`config.mk`:
```
export PLATFORM = sky130hd
export DESIGN_NAME = rca_ora
export DESIGN_NICKNAME = d
export VERILOG_FILES = /design/src/rtl/rca_ora.sv
export SDC_FILE = /design/constraint.sdc
export NUM_CORES = 1
export LEC_CHECK = 0
export BUFFER_PORTS_ARGS = -buffer_cell sky130_fd_sc_hd__buf_2
export CORE_MARGIN = 4
export CORE_UTILIZATION = 35
export DETAILED_ROUTE_END_ITERATION = 12
export SLEW_MARGIN = 20
export SYNTH_ARGS = -nofsm -noshare
export SYNTH_HDL_FRONTEND = slang
export SYNTH_SLANG_ARGS = --single-unit
```
`constraint.sdc`:
```
create_clock -name clk -period 5.35 [get_ports clk]
set_clock_uncertainty 0.2 [all_clocks]
set_input_delay 0.8025 -clock clk [delete_from_list [all_inputs] [get_ports clk]]
set_output_delay 0.8025 -clock clk [all_outputs]
set_load 0.01 [all_outputs]
```
`src/rtl/rca_ora.sv`:
```
// rca_ora: output response analyser for a 4-bit ripple-carry adder under test.
// Over 8 sample edges it compares the CUT response {cout,sum} with a
// reference sum, counts mismatches, remembers the first failing index, and
// compacts every response into a 5-bit MISR (x^5+x^2+1).
module rca_ora #(
  parameter logic [4:0] GOLDEN_SIG = 5'h17
) (
  input  logic       clk,
  input  logic       init,
  input  logic       test,
  input  logic [3:0] at,
  input  logic [3:0] bt,
  input  logic       cint,
  input  logic [3:0] sum,
  input  logic       cout,
  output logic       busy,
  output logic       done,
  output logic       pass,
  output logic       fail,
  output logic [3:0] fail_count,
  output logic [2:0] first_fail,
  output logic [4:0] signature
);

  localparam logic [1:0] ST_IDLE = 2'd0;
  localparam logic [1:0] ST_RUN  = 2'd1;
  localparam logic [1:0] ST_DONE = 2'd2;

  logic [1:0] state_r;
  logic [2:0] pidx_r;
  logic [4:0] sig_r;
  logic [3:0] fcnt_r;
  logic [2:0] ffirst_r;
  logic       mis_seen_r;

  logic [4:0] exp_s;
  logic [4:0] d_s;
  logic       sample_s;
  logic       mismatch_s;

  // One MISR step: n0=s4^d0, n1=s0^d1, n2=s1^s4^d2, n3=s2^d3, n4=s3^d4.
  function automatic logic [4:0] misr_next(input logic [4:0] s, input logic [4:0] d);
    logic [4:0] n;
    n[0] = s[4] ^ d[0];
    n[1] = s[0] ^ d[1];
    n[2] = s[1] ^ s[4] ^ d[2];
    n[3] = s[2] ^ d[3];
    n[4] = s[3] ^ d[4];
    return n;
  endfunction

  // Reference sum, response word and sample/mismatch qualification for this edge.
  always_comb begin
    exp_s    = {1'b0, at} + {1'b0, bt} + {4'b0000, cint};
    d_s      = {cout, sum};
    sample_s = 1'b0;
    if ((state_r == ST_RUN) && test) begin
      sample_s = 1'b1;
    end else begin
      sample_s = 1'b0;
    end
    mismatch_s = sample_s && (d_s != exp_s);
  end

  // Session FSM, sample index, MISR and failure bookkeeping.
  always_ff @(posedge clk) begin
    if (init) begin
      state_r    <= ST_IDLE;
      pidx_r     <= 3'd0;
      sig_r      <= 5'd0;
      fcnt_r     <= 4'd0;
      ffirst_r   <= 3'd0;
      mis_seen_r <= 1'b0;
    end else begin
      case (state_r)
        ST_IDLE: begin
          if (test) begin
            state_r <= ST_RUN;
            pidx_r  <= 3'd0;
          end
        end
        ST_RUN: begin
          if (sample_s) begin
            sig_r  <= misr_next(sig_r, d_s);
            pidx_r <= pidx_r + 3'd1;
            if (mismatch_s) begin
              fcnt_r     <= fcnt_r + 4'd1;
              mis_seen_r <= 1'b1;
              if (!mis_seen_r) begin
                ffirst_r <= pidx_r;
              end
            end
            if (pidx_r == 3'd7) begin
              state_r <= ST_DONE;
            end
          end
        end
        ST_DONE: begin
          state_r <= ST_DONE;
        end
        default: begin
          state_r <= ST_IDLE;
        end
      endcase
    end
  end

  // Outputs are decoded from registered state only.
  always_comb begin
    busy       = (state_r == ST_RUN);
    done       = (state_r == ST_DONE);
    fail       = mis_seen_r | (done & (sig_r != GOLDEN_SIG));
    pass       = done & ~fail;
    fail_count = fcnt_r;
    first_fail = ffirst_r;
    signature  = sig_r;
  end

endmodule

```
==> Word level (Yosys, flattened, before mapping) <==
Cells that the tools add are included.
{ "op_classes": {"bitwise_logic": 11, "reduce_logical": 9, "n_addsub": 4, "muxes": 8, "eq_ne": 8} }
{ "op_table": {"columns": ["operator", "count"], "rows": [
  ["3-bit AND reduction", 3],
  ["2-bit two-way mux", 3],
  ["3-bit two-way mux", 2],
  ["2-bit one-hot mux with 3 select lines", 1],
  ["3-bit one-hot mux with 2 select lines", 1],
  ["1-bit XOR", 6],
  ["4-bit by 4-bit adder with 5-bit output", 1],
  ["5-bit by 1-bit adder with 5-bit output", 1],
  ["5-bit != test", 1],
  ["5-bit != test (second input constant)", 1],
  ["4-bit by 1-bit adder with 4-bit output (second input constant)", 1],
  ["2-bit by 1-bit != test with 1-bit output (second input constant)", 2],
  ["4-bit AND reduction", 1],
  ["3-bit by 1-bit adder with 3-bit output (second input constant)", 1],
  ["3-bit equality test (second input constant)", 1],
  ["1-bit AND", 2],
  ["2-bit by 1-bit equality test with 1-bit output (second input constant)", 1],
  ["2-bit equality test (second input constant)", 1],
  ["1-bit logical AND", 2],
  ["2-bit zero test", 1],
  ["2-bit != test (second input constant)", 1],
  ["1-bit inverter", 2],
  ["2-bit AND reduction", 1],
  ["2-bit nonzero test", 1],
  ["other kinds (2)", 2]
]} }
{ "totals": {"out_inout_bits": 16, "regBits": 18, "in_bits": 17} }

==> Longest topological paths before layout <==
Gate-level depths: netlist of run 1.
{ "logic_depth": {"ltp_word": 5, "depth_mapped": 9, "mapped_depth_nobuf": 9} }

==> Worst setup path before layout of run 1 <==
Ideal clock, no wire load.
{ "synth_timing": {"path_kind": "input port to flip-flop", "startpoint": "in at[0]", "endpoint": "reg fcnt_r[0] (netlist: fail_count[0])", "n_path_buf": 0, "stages": 9, "arrival_ns": 2.798, "setup_slack_ns": 2.231, "cell_sequence": "inv_1 > fa_1 > inv_1 > fa_1 > xnor2_1 > nand2_1 > nor4_4 > a21oi_2 > mux2_4"} }
{ "synth_between": {"elab_chain_cells": 5} }
{ "synth_lines": {"columns": ["element", "line", "source"], "rows": [
  ["start, declared", "11", "input logic [3:0] at,"],
  ["4-bit by 4-bit adder with 5-bit output", "54", "exp_s = {1'b0, at} + {1'b0, bt} + {4'b0000, cint};"],
  ["5-bit by 1-bit adder with 5-bit output", "54", null],
  ["5-bit != test", "62", "mismatch_s = sample_s && (d_s != exp_s);"],
  ["1-bit logical AND", "62", null],
  ["3-bit AND reduction (no line)", null, null],
  ["end signal, assigned", "87", "fcnt_r <= fcnt_r + 4'd1;"],
  ["end, declared", "32", "logic [3:0] fcnt_r;"]
]} }
No other way between the ends.
A chain may end at the register's enable or synchronous reset.

==> Final worst setup path of run 1 <==
Same ends and word-level chain as after synthesis.

==> flow_summary.json, run 1 <==
{
  "p_seq_share_pct": 39.4,
  "cp_data_required_time_ns": 5.35,
  "r2r_slack_ns": 3.33,
  "hold_start": "first_fail[1]",
  "grt_antenna_before_repair": 0,
  "cts_hold_buf": 0,
  "grt_use_total_pct": 12.71,
  "p_clk_share_pct": 18.8,
  "hold_depth": 2,
  "synth_cells": 124,
  "area_growth_pct": 21.77,
  "max_freq_mhz": 333.1,
  "drive_gt1_share_pct": 26.11,
  "n_antenna_cell": 0,
  "synthArstFlopShare_pct": 0,
  "viasPerCell": 4.711,
  "finalNonFillerCells": 201,
  "htree_levels": 1,
  "pin_count": 33,
  "initial_core_util_pct": 36.45,
  "hpwl_mm": 1.920,
  "clk_latency_ns": 0.30,
  "detail-route-antenna-nets": 0,
  "rows": 20,
  "post-cts-setup-buffer-count": 0,
  "syn_avg_cell_area_um2": 8.900,
  "min-delay-path-class": "register to register",
  "startpoint_type": "input port",
  "clk_pin_slew_ns": 0.11,
  "tns_ns": 0,
  "synth_warnings": 0,
  "numCtsBuffers": 3,
  "synth_seq_area_share_pct": 32.65,
  "synth.most_common_cell": "dfxtp_1",
  "cts_sinks": 18,
  "die_w_um": 64.15,
  "grt_pass1_vias": 916,
  "hold_viol": 0,
  "fin_crit_sh_pct": 56.11,
  "syn_nets": 153,
  "cp.arrival_ns": 3.00,
  "fill_cells": 315,
  "critPathKind": "input port to register",
  "crit_fanout": 5,
  "clk_path_buf_depth": 2,
  "die_h_um": 64.15,
  "r2r-end": "fail_count[3]",
  "grt_pass1_wl_mm": 4.140,
  "drtPass1Iterations": 4,
  "rsz0062_at_grt": "no",
  "cts_tree": "yes",
  "cap_violations": 0,
  "hold_path_end": "first_fail[1]",
  "via_count": 947,
  "swShare_pct": 37.76,
  "endpoint_kind": "register",
  "p_leak_nw": 0.6041,
  "synth-main-ff-cell": "dfxtp_1",
  "cts_resized": 0,
  "dpl_worst_slack_ns": 2.018,
  "die_area_um2": 4115,
  "port-buffer-count": 32,
  "synth_edf_count": 0,
  "ir_drop_uv": 205.9,
  "drc": 0,
  "synth_area_leaders": "dfxtp_1 33%, ha_1 11%, xnor2_1 7.1%",
  "status": "complete, no violations",
  "final_area_um2": 1344,
  "grt_overflow_total": 0,
  "power_frac_comb_pct": 41.8,
  "ys_ff_latch": 18,
  "wire_per_inst_um": 11.70,
  "dpl_cell_area_um2": 1308,
  "reg2reg_from": "state_r[1]",
  "gp_congestion": 0.7757,
  "dp_cells": 197,
  "fin_ws_ns": 2.348,
  "powerDensity_nw_per_um2": 333.3,
  "grt_max_degree": 17,
  "postLayoutCoreUtil_pct": 44.38,
  "finalCriticalPeriod_ns": 3.002,
  "relSlewSlack_pct": 71.86,
  "synth_cell_types": 30,
  "synthTopCellsByCount": "18 x dfxtp_1, 15 x nor2_1, 13 x nand2_1",
  "synth_area_um2": 1104,
  "reg2reg_depth": 6,
  "setup_viol": 0,
  "report.power.total_uw": 447.9,
  "p_int_uw": 278.8,
  "drtIter0Drc": 45,
  "core-area_um2": 3028,
  "finalMaxSlewViolations": 0,
  "holdWs_ns": 0.2584,
  "wl_mm": 2.351,
  "root_buffer": "clkbuf_4",
  "worst_slew_pin_slew_ns": 0.4221,
  "synthDominantCellAreaShare_pct": 32.65,
  "final_nets": 187,
  "p_sw_uw": 169.1,
  "yosys.area.top_type": "dfxtp_1"
}
==> power groups by stage <==
stage | clock network, mW | registers, mW | logic (mW)
global route | 0.0969 | 0.180 | 0.213
floorplan | 0 | 0.181 | 0.129
detailed placement | 0 | 0.180 | 0.189
finish | 0.0844 | 0.176 | 0.187
global placement | 0 | 0.179 | 0.184
CTS | 0.0891 | 0.176 | 0.190
==> cell type report <==
type                    instances  area (µm²)  area share, %
clock buffers                   4       36.28          2.700
well taps                      44       55.05          4.097
inverters                       9       33.78          2.514
repair buffers                 32       160.2          11.92
flip-flops and latches         18       360.3          26.82
multi-input cells              94       698.2          51.96
==> cells in the final DEF, fill, tap and decap left out <==
cell type and instances:
a21oi_1 10, a211oi_2 1, o21ai_0 2, nand4_1 3, a22oi_1 2, or4_1 1, a21oi_2 1, o211ai_1 1
mux2i_1 4, a21o_1 1, nor4_4 1, and2_1 1, nor2_1 15, clkbuf_8 1, nand2b_1 1, and3_1 1
ha_1 10, buf_2 32, mux2_4 1, o21a_1 1, nand3b_1 2, mux2_1 1, nor2b_1 3, xor2_2 1
clkbuf_4 3, xnor2_1 9, nand2_1 13, xor2_1 2, dfxtp_1 18, inv_1 9, a211oi_1 4, fa_1 2
==> kinds of logic (layout without fill, tap and decap cells) <==
logic type	after synthesis	after routing	synth area share, %
xor gates and xnor gates	12	12	10.21
AOI/OAI and AO/OA	23	23	13.49
and+or+nand+nor	41	41	18.60
adders and majority gates	12	12	14.97
DFF	18	18	32.65
buffers and inverters	12	45	4.081
muxes	6	6	6.009
==> worst max path at each step <==
stage	startpoint	to	slack, ns	cells after the start
2_1_floorplan	at[0]	fail_count[0]	2.23	9
3_3_place_gp	at[0]	fail_count[0]	2.06	10
3_5_place_dp	at[0]	fail_count[0]	2.02	10
4_1_cts	at[0]	fail_count[0]	2.35	10
5_1_grt	at[0]	fail_count[0]	2.23	10
6_report	at[0]	fail_count[0]	2.35	10
==> state kept, by name, indices dropped and copies added (netlist names) <==
register    count
state_r         2
signature       5
pidx_r          3
fail_count      4
first_fail      3
mis_seen_r      1
==> critical path, cell delays in order <==
cell	delay, ns
buf_2	0.07
inv_1	0.04
fa_1	0.44
inv_1	0.08
fa_1	0.42
xnor2_1	0.16
nand2_1	0.10
nor4_4	0.42
a21oi_2	0.15
mux2_4	0.31
==> routing by layer <==
metal / track usage [%] / vias up / part of all wire [%]
met1: 14.87 / 442 / 43
met3: 3.691 / 2 / 3.2
met5: 0 / - / 0
met4: 3.958 / 0 / 1.2
li1: - / 487 / -
met2: 22.19 / 16 / 53
(Power assumes the default switching activity.)
==> run 2: changes to the inputs <==
- clock period: 5.35 -> 2.7 ns (I/O delays scaled with it)
==> flow_summary.json, run 2 (synthesized netlist as in run 1, its figures left out) <==
{
  "detail-route-antenna-nets": 0,
  "pin_count": 33,
  "finalMaxSlewViolations": 0,
  "report.power.total_uw": 910.5,
  "hpwl_mm": 2.012,
  "holdWs_ns": 0.2238,
  "rows": 20,
  "cp_data_required_time_ns": 2.70,
  "drive_gt1_share_pct": 27.95,
  "port-buffer-count": 32,
  "multiInputGateArea_um2": 698.2,
  "clk_path_buf_depth": 2,
  "cts_sinks": 18,
  "die_w_um": 64.15,
  "relSlewSlack_pct": 75.68,
  "via_count": 962,
  "gp_congestion": 0.7653,
  "rsz0062_at_grt": "no",
  "area_growth_pct": 24.49,
  "drc": 0,
  "largest_reg_flops": 5,
  "htree_levels": 1,
  "wl_mm": 2.477,
  "min-delay-path-class": "input port to register",
  "mostFrequentLayoutCells": "32 x buf_2, 18 x dfxtp_1, 15 x nor2_1",
  "p_leak_nw": 0.6257,
  "finalCriticalPeriod_ns": 2.422,
  "final_nets": 191,
  "tns_ns": 0,
  "cts_hold_buf": 0,
  "cts_resized": 0,
  "n_antenna_cell": 0,
  "postLayoutCoreUtil_pct": 45.37,
  "grt_antenna_before_repair": 0,
  "status": "complete, no violations",
  "fin_ws_ns": 0.2785,
  "hold_viol": 0,
  "drtIter0Drc": 41,
  "setup_viol": 0,
  "final_common_cell": "buf_2",
  "grt_overflow_total": 0,
  "root_buffer": "clkbuf_4",
  "post-cts-setup-buffer-count": 0,
  "clk_pin_slew_ns": 0.11,
  "cts_tree": "yes",
  "powerDensity_nw_per_um2": 662.8,
  "initial_core_util_pct": 36.45,
  "grt_pass1_wl_mm": 4.526,
  "numCtsBuffers": 3,
  "clk_latency_ns": 0.30,
  "startpoint_type": "input port",
  "wire_per_inst_um": 12.08,
  "viasPerCell": 4.693,
  "critPathKind": "input port to register",
  "grt_max_degree": 17,
  "drtPass1Iterations": 4,
  "die_h_um": 64.15,
  "cp.arrival_ns": 2.42,
  "endpoint_kind": "register",
  "ir_drop_uv": 313.3,
  "dpl_worst_slack_ns": -0.05838,
  "fill_cells": 312,
  "die_area_um2": 4115,
  "cap_violations": 0,
  "crit_fanout": 5,
  "grt_use_total_pct": 13.61,
  "worst_slew_pin_slew_ns": 0.3610,
  "core-area_um2": 3028,
  "grt_pass1_vias": 1065,
  "fin_crit_sh_pct": 89.69,
  "layout.area.seq_um2": 360.3,
  "max_freq_mhz": 413.0
}
[run 2: power breakdown]
group	leakage, nW	switching (mW)	total (mW)	internal [mW]
registers	0.146	0.0424	0.350	0.308
clock network	0.0210	0.0896	0.172	0.0823
logic	0.459	0.214	0.388	0.174
[run 2: worst paths after layout]
kind / start / to / slack, ns / depth (start not counted)
max: at[0] / fail_count[3] / 0.28 / 11
max reg2reg: state_r[1] / fail_count[3] / 0.79 / 7
min reg2reg: first_fail[2] / first_fail[2] / 0.27 / 2
min: sum[3] / signature[3] / 0.22 / 3
[run 2: per-layer routing]
layer  wire, µm  global-route usage (%)  part of all wire [%]
met1       1067                   15.38                    43
met2       1314                   25.03                    53
met3         73                   3.691                   2.9
met4         22                   3.430                  0.89
met5          0                       0                     0
[run 2: metrics by stage]
stage          instances  cell area, µm²
2_1_floorplan        124            1104
3_3_place_gp         201            1338
3_5_place_dp         201            1338
4_1_cts              205            1374
5_1_grt              205            1374
6_report             205            1374
[run 2: layout make-up]
type                       count  area share, %
inverter                       9          2.459
tap                           44          4.007
clock buffer                   4          2.641
sequential                    18          26.23
timing repair buffer          36          13.84
multi-input combinational     94          50.82
[run 2: worst max-delay path, cell delays in order]
cell and delay [ns]:
buf_2 0.08, inv_1 0.05, fa_1 0.44, inv_1 0.08, fa_1 0.42, xnor2_1 0.16, nand2_1 0.10, nor4_4 0.13
buf_4 0.18, a21oi_1 0.08, mux2_1 0.32
==> run 3: changes to the inputs <==
- CORE_UTILIZATION: 35 -> 36
==> flow_summary.json, run 3 (synthesized netlist as in run 1, its figures left out) <==
{
  "fin_crit_sh_pct": 90.96,
  "status": "complete, no violations",
  "grt_antenna_before_repair": 0,
  "pin_count": 33,
  "via_count": 956,
  "finalCriticalPeriod_ns": 2.456,
  "swShare_pct": 37.92,
  "worst_slew_pin_slew_ns": 0.4088,
  "drtPass1Iterations": 4,
  "endpoint_kind": "register",
  "worstPathCellList": "buf_2 -> inv_1 -> fa_1 -> inv_1 -> fa_1 -> xnor2_1 -> nand2_1 -> nor4_4 -> buf_4 -> a21oi_2 -> mux2_4",
  "p_leak_nw": 0.6186,
  "hold_viol": 0,
  "largest_reg_flops": 5,
  "clk_pin_slew_ns": 0.10,
  "initial_core_util_pct": 38.68,
  "finalMaxSlewViolations": 0,
  "p_int_uw": 533.6,
  "htree_levels": 1,
  "die_h_um": 63.37,
  "multiInputGateArea_um2": 698.2,
  "report.power.total_uw": 859.4,
  "drive_gt1_share_pct": 27.50,
  "drtIter0Drc": 14,
  "cp_data_required_time_ns": 2.69,
  "r2r_slack_ns": 0.81,
  "grt_pass1_wl_mm": 4.119,
  "crit_fanout": 5,
  "clk_latency_ns": 0.28,
  "rsz0062_at_grt": "no",
  "cts_resized": 0,
  "fill_cells": 298,
  "hpwl_mm": 1.887,
  "grt_use_total_pct": 12.45,
  "p_clk_share_pct": 15.0,
  "slowest_delay_ns": 0.43,
  "cts_sinks": 18,
  "critical-path-slowest-cell": "fa_1",
  "p_seq_share_pct": 40.6,
  "holdWs_ns": 0.2468,
  "die_area_um2": 4015,
  "p_sw_uw": 325.9,
  "relSlewSlack_pct": 72.46,
  "grt_overflow_total": 0,
  "grt_pass1_vias": 985,
  "die_w_um": 63.37,
  "numCtsBuffers": 3,
  "rows": 19,
  "port-buffer-count": 32,
  "postLayoutCoreUtil_pct": 47.11,
  "ir_drop_uv": 486.1,
  "wire_per_inst_um": 12.10,
  "cts_tree": "yes",
  "post-cts-setup-buffer-count": 0,
  "area_growth_pct": 21.77,
  "setup_viol": 0,
  "cp.arrival_ns": 2.44,
  "gp_congestion": 0.7445,
  "viasPerCell": 5.005,
  "mostFrequentLayoutCells": "32 x buf_2, 18 x dfxtp_1, 15 x nor2_1",
  "final_common_cell": "buf_2",
  "min-delay-path-class": "input port to register",
  "wl_mm": 2.312,
  "n_antenna_cell": 0,
  "final_nets": 191,
  "grt_max_degree": 17,
  "power_frac_comb_pct": 44.4,
  "startpoint_type": "input port",
  "powerDensity_nw_per_um2": 639.6,
  "max_freq_mhz": 407.2,
  "detail-route-antenna-nets": 0,
  "core-area_um2": 2853,
  "drc": 0,
  "clk_path_buf_depth": 2,
  "cap_violations": 0,
  "layout.area.seq_um2": 360.3,
  "critPathKind": "input port to register",
  "cts_hold_buf": 0,
  "root_buffer": "clkbuf_4"
}
## run 3: worst paths after layout
path / end / start / depth (start not counted)
worst min register to register: first_fail[2] / first_fail[2] / 2
worst min-delay path: signature[0] / sum[0] / 3
worst max register to register: fail_count[3] / state_r[1] / 7
worst max-delay path: fail_count[0] / at[0] / 11
## run 3: area by class of cell
cell class              instances  area share [%]
well taps                      31           2.886
multi-input cells              94           51.96
inverters                       9           2.514
clock buffers                   3           1.676
flip-flops and latches         18           26.82
repair buffers                 36           14.15
## run 3: power by group through the flow
stage               logic, mW  registers (mW)  clock network, mW
global placement        0.379           0.353                  0
global route            0.437           0.355              0.148
finish                  0.382           0.349              0.129
CTS                     0.389           0.349              0.137
detailed placement      0.385           0.355                  0
floorplan               0.255           0.359                  0
## run 3: routing by layer
metal  share of wire [%]  GRT usage [%]  routed length, µm  up-vias
li1                    -              -                  -      495
met1                  45          14.38               1029      443
met5                   0              0                  0        -
met3                 4.0          3.908                 93        2
met4                0.61          1.887                 14        0
met2                  51          22.69               1174       16
## run 3: worst max-delay path: cells and delay by family
kind | cells | cell delay (ns)
XOR/XNOR | 1 | 0.14
buffers and inverters | 4 | 0.35
AO/OA/AOI/OAI | 1 | 0.21
multiplexers | 1 | 0.31
adder cells (fa/ha/maj) | 2 | 0.86
AND/OR/NAND/NOR | 2 | 0.15
## run 3: metrics by stage
step / area, µm² / instances / setup TNS (ns) / setup slack [ns]
floorplan: 1104 / 124 / 0 / 0.1168
global placement: 1321 / 188 / -0.05879 / -0.02514
detailed placement: 1321 / 188 / -0.3032 / -0.06759
CTS: 1344 / 191 / 0 / 0.2272
global route: 1344 / 191 / 0 / 0.1196
finish: 1344 / 191 / 0 / 0.2442
